[config.mk]
export PLATFORM = sky130hd
export DESIGN_NAME = central_registers
export DESIGN_NICKNAME = d
export VERILOG_FILES = /design/src/rtl/central_registers.sv
export SDC_FILE = /design/constraint.sdc
export NUM_CORES = 1
export LEC_CHECK = 0
export CELL_PAD_IN_SITES_DETAIL_PLACEMENT = 0
export CELL_PAD_IN_SITES_GLOBAL_PLACEMENT = 1
export CORE_UTILIZATION = 36
export CTS_BUF_LIST = sky130_fd_sc_hd__clkbuf_8
export CTS_CLUSTER_SIZE = 20
export DETAILED_ROUTE_END_ITERATION = 16
export PLACE_DENSITY = 0.95
export SLEW_MARGIN = 25
export SYNTH_ARGS = -nofsm -noshare
export SYNTH_HDL_FRONTEND = slang
export SYNTH_SLANG_ARGS = --single-unit
[constraint.sdc]
create_clock -name SIM_CLK -period 4.1 [get_ports SIM_CLK]
set_clock_uncertainty 0.2 [all_clocks]
set_input_delay 0.615 -clock SIM_CLK [delete_from_list [all_inputs] [get_ports SIM_CLK]]
set_output_delay 0.615 -clock SIM_CLK [all_outputs]
set_load 0.01 [all_outputs]
[src/rtl/central_registers.sv]
// rtl/central_registers.sv - central A/L/Q/Z/B register bank with set-only writes and wired-OR read bus
module central_registers #(
    parameter int WIDTH = 16,
    parameter int SPLIT = 8
) (
    input  logic             SIM_CLK,
    input  logic             SIM_RST,
    input  logic [WIDTH:1]   WL_n,
    input  logic             CAG,
    input  logic             CLG1G,
    input  logic             CLG2G,
    input  logic             CQG,
    input  logic             CZG,
    input  logic             CBG,
    input  logic             WAG_n,
    input  logic             WLG_n,
    input  logic             WQG_n,
    input  logic             WZG_n,
    input  logic             WBG_n,
    input  logic             RAG_n,
    input  logic             RLG_n,
    input  logic             RQG_n,
    input  logic             RZG_n,
    input  logic             RBHG_n,
    input  logic             RBLG_n,
    output logic [WIDTH:1]   RL_n,
    output logic             A_OVF,
    output logic [WIDTH:1]   MA,
    output logic [WIDTH:1]   ML,
    output logic [WIDTH:1]   MQ,
    output logic [WIDTH:1]   MZ,
    output logic [WIDTH:1]   MB
);

    // L is cleared in two independent pieces: bits 14..1 and the upper bits.
    localparam int L_SPLIT = 14;
    localparam logic [WIDTH:1] B_LO_MASK = {{(WIDTH - SPLIT){1'b0}}, {SPLIT{1'b1}}};
    localparam logic [WIDTH:1] B_HI_MASK = ~B_LO_MASK;

    logic [WIDTH:1] a_reg, l_reg, q_reg, z_reg, b_reg;
    logic [WIDTH:1] wbus;
    logic [WIDTH:1] l_clr_mask;
    logic [WIDTH:1] rbus;

    assign wbus       = ~WL_n;
    assign l_clr_mask = {{(WIDTH - L_SPLIT){CLG2G}}, {L_SPLIT{CLG1G}}};

    // Clear takes effect before the write, so clear+write loads; write alone ORs in.
    always_ff @(posedge SIM_CLK or posedge SIM_RST) begin
        if (SIM_RST) begin
            a_reg <= '0;
            l_reg <= '0;
            q_reg <= '0;
            z_reg <= '0;
            b_reg <= '0;
        end else begin
            a_reg <= (CAG ? '0 : a_reg)  | (WAG_n ? '0 : wbus);
            l_reg <= (l_reg & ~l_clr_mask) | (WLG_n ? '0 : wbus);
            q_reg <= (CQG ? '0 : q_reg)  | (WQG_n ? '0 : wbus);
            z_reg <= (CZG ? '0 : z_reg)  | (WZG_n ? '0 : wbus);
            b_reg <= (CBG ? '0 : b_reg)  | (WBG_n ? '0 : wbus);
        end
    end

    always_comb begin
        rbus = '0;
        if (!RAG_n)  rbus = rbus | a_reg;
        if (!RLG_n)  rbus = rbus | l_reg;
        if (!RQG_n)  rbus = rbus | q_reg;
        if (!RZG_n)  rbus = rbus | z_reg;
        if (!RBHG_n) rbus = rbus | (b_reg & B_HI_MASK);
        if (!RBLG_n) rbus = rbus | (b_reg & B_LO_MASK);
    end

    assign RL_n  = ~rbus;
    assign A_OVF = a_reg[WIDTH] ^ a_reg[WIDTH-1];

    assign MA = a_reg;
    assign ML = l_reg;
    assign MQ = q_reg;
    assign MZ = z_reg;
    assign MB = b_reg;

endmodule
==> flow_metrics.tcl <==
set metrics [dict create \
    outcome "completed" \
    io_buffers 131 \
    synth.area.mux_share_pct 0 \
    finalNonFillerCells 550 \
    synth_warnings 0 \
    synthAdderAreaFrac_pct 0 \
    use_met2_pct 39.6 \
    synth-xor-area-share_pct 0.259 \
    die-area_um2 9780 \
    die_h_um 98.9 \
    max-slew-margin-rel_pct 41.4 \
    fp.dieW_um 98.9 \
    drv_cap 0 \
    finalSetupViolCount 0 \
    numCtsBuffers 9 \
    hpwl_um 7840 \
    max_freq_ghz 0.300 \
    htree_levels 3 \
    synthesis.area_um2 3380 \
    crit_family "buffers and inverters" \
    p_sw_w 0.000568 \
    seqPwrFrac_pct 44.8 \
    gp_congestion 0.916 \
    post-place-cells 534 \
    timing.final.crit_period_ns 3.33 \
    cts_resized 0 \
    grt_pass1_vias 3219 \
    clockPowerShare_pct 30.8 \
    overflow 0 \
    root_buffer "clkbuf_8" \
    postCtsSetupBuffers 0 \
    cpPeakStageDelay_ns 0.70 \
    start_kind "primary input" \
    p_comb_share_pct 24.4 \
    yosysUniqueCellTypes 13 \
    worst_pin_slew_ns 0.878 \
    finalMaxSlewViolations 0 \
    drtIter0Drc 233 \
    p_int_w 0.00147 \
    vias 3077 \
    nets 472 \
    drive_gt1_share_pct 6.56 \
    core_area_um2 8890 \
    clk_path_buf_depth 2 \
    cpMostUsedCell "clkdlybuf4s50_1" \
    drc 0 \
    crit_fanout 9 \
    tns_ns 0 \
    initial_core_util_pct 38.0 \
    grt_max_degree 58 \
    first_pass_iters 6 \
    synth-seq-area-share_pct 59.3 \
    required_ns 3.28 \
    cellPowerDensity_nw_per_um2 417 \
    n_antenna_cell 0 \
    ios 132 \
    top_usage_layer "met2" \
    synth-compound-area-share_pct 26.0 \
    period_share_pct 81.2 \
    synth_top_family_by_area "compound AO/OA/AOI/OAI gates" \
    grtUsageMet3_pct 5.74 \
    synthesis.instances 319 \
    grt_use_met1_pct 31.5 \
    critPathBufInv 3 \
    ant_nets 0 \
    power_w 0.00204 \
    arrival_ns 2.51 \
    end_kind "output port" \
    p_leak_nw 2.16 \
    critical_path.cell_chain "clkdlybuf4s50_1 -> buf_4 -> o22ai_2 -> a211oi_1 -> clkdlybuf4s50_1" \
    synth-simple-area-share_pct 0 \
    cts_tree "built" \
    clk_pin_slew_ns 0.07 \
    wl_um 11400 \
    clock-sinks 80 \
    wl_per_cell_um 20.8 \
    rows 34 \
    synth_seq_cells 80 \
    rsz0062_at_grt "false" \
    areaGrowthSynthToFinish_pct 44.7 \
    grt_pass1_wl_um 17900 \
    switching_share_pct 27.9 \
    final-hold-violation-count 0 \
    hp-class "reg2reg" \
    layout_setup_ws_ns 0.770 \
    syn_avg_cell_area_um2 10.6 \
    peakVddDrop_mv 0.189 \
    postCtsHoldBufs 0 \
    synth_nets 354 \
    viasPerCell 5.59 \
    critPathSlowestCell "clkdlybuf4s50_1" \
    final_util_pct 55.0 \
    grt.total_usage_pct 24.2 \
    path_class "in2out" \
    clkLatencyLatePin_ns 0.34 \
    antenna_found_initial 0 \
    place_ws_ns 0.810 \
]
sequential cells by signal, summed over array words and instances (netlist names):
register	cells
MA	16
MB	16
ML	16
MQ	16
MZ	16
cell usage in the layout (no fill, tap or decap):
cell	synthesis	layout
clkdlybuf4s50_1	0	131
o22ai_1	111	111
inv_1	82	84
dfrtp_1	80	80
a211oi_2	10	10
clkbuf_8	1	10
a211oi_1	6	6
buf_4	2	4
bufinv_16	0	2
o22ai_2	1	1
xor2_1	1	1
inv_4	0	1
clkinv_2	0	1
final timing paths:
check	start	to	slack, ns	depth (start not counted)
max in group asynchronous	SIM_RST	ML[6]$_DFF_PP0_	2.34	3
setup / recovery	RQG_n	RL_n[6]	0.77	5
hold reg to reg	ML[3]$_DFF_PP0_	ML[3]$_DFF_PP0_	0.35	2
min in group asynchronous	SIM_RST	MA[11]$_DFF_PP0_	0.55	2
hold / removal	ML[3]$_DFF_PP0_	ML[3]$_DFF_PP0_	0.35	2
setup reg to reg	MQ[6]$_DFF_PP0_	MQ[6]$_DFF_PP0_	3.13	2
metrics by stage:
step,hold WS [ns],instance area (µm²)
finish,0.346,4890
floorplan,0.367,3380
detailed placement,0.323,4670
CTS,0.341,4890
global placement,0.313,4670
global route,0.380,4890
kinds of logic after synthesis:
family	count (synthesis)
AOI/OAI and AO/OA	128
buffers and inverters	110
DFF	80
xor gates and xnor gates	1
cell type report:
| type | instances | area, µm² |
|---|---|---|
| clock inverter | 6 | 76.3 |
| fill | 804 | 4000 |
| multi-input combinational | 129 | 886 |
| timing repair buffer | 135 | 1340 |
| clock buffer | 10 | 138 |
| sequential | 80 | 2000 |
| inverter | 82 | 310 |
| tap | 108 | 135 |
Yosys cell counts:
cell type    n  area share [%]
a211oi_1     6             1.3
a211oi_2    10             3.7
buf_2       16             2.4
buf_4        2            0.44
buf_6        3             1.0
buf_8        1            0.44
clkbuf_2     5            0.74
clkbuf_8     1            0.41
dfrtp_1     80              59
inv_1       82             9.1
o22ai_1    111              21
o22ai_2      1            0.37
xor2_1       1            0.26
power by group through the flow:
stage	combinational [W]	sequential (W)	clock, W
after global placement	0.000489	0.000923	0
after detailed placement	0.000497	0.000925	0
after CTS	0.000499	0.000911	0.000636
final	0.000498	0.000912	0.000627
after floorplan	0.000186	0.000950	0
after global routing	0.000531	0.000920	0.000675
worst min-delay path, delay by kind of cell, from the launching register on:
kind                   cells  cell delay [ns]
DFF                        1             0.35
buffers and inverters      1             0.06
AOI/OAI and AO/OA          1             0.09
routing by layer:
| metal | routed length [µm] | vias to the layer above |
|---|---|---|
| met5 | 0 | - |
| met4 | 250 | 0 |
| met3 | 1030 | 21 |
| met2 | 5500 | 186 |
| met1 | 4630 | 1507 |
| li1 | - | 1363 |
No activity file was read; power rests on OpenSTA's default activity.
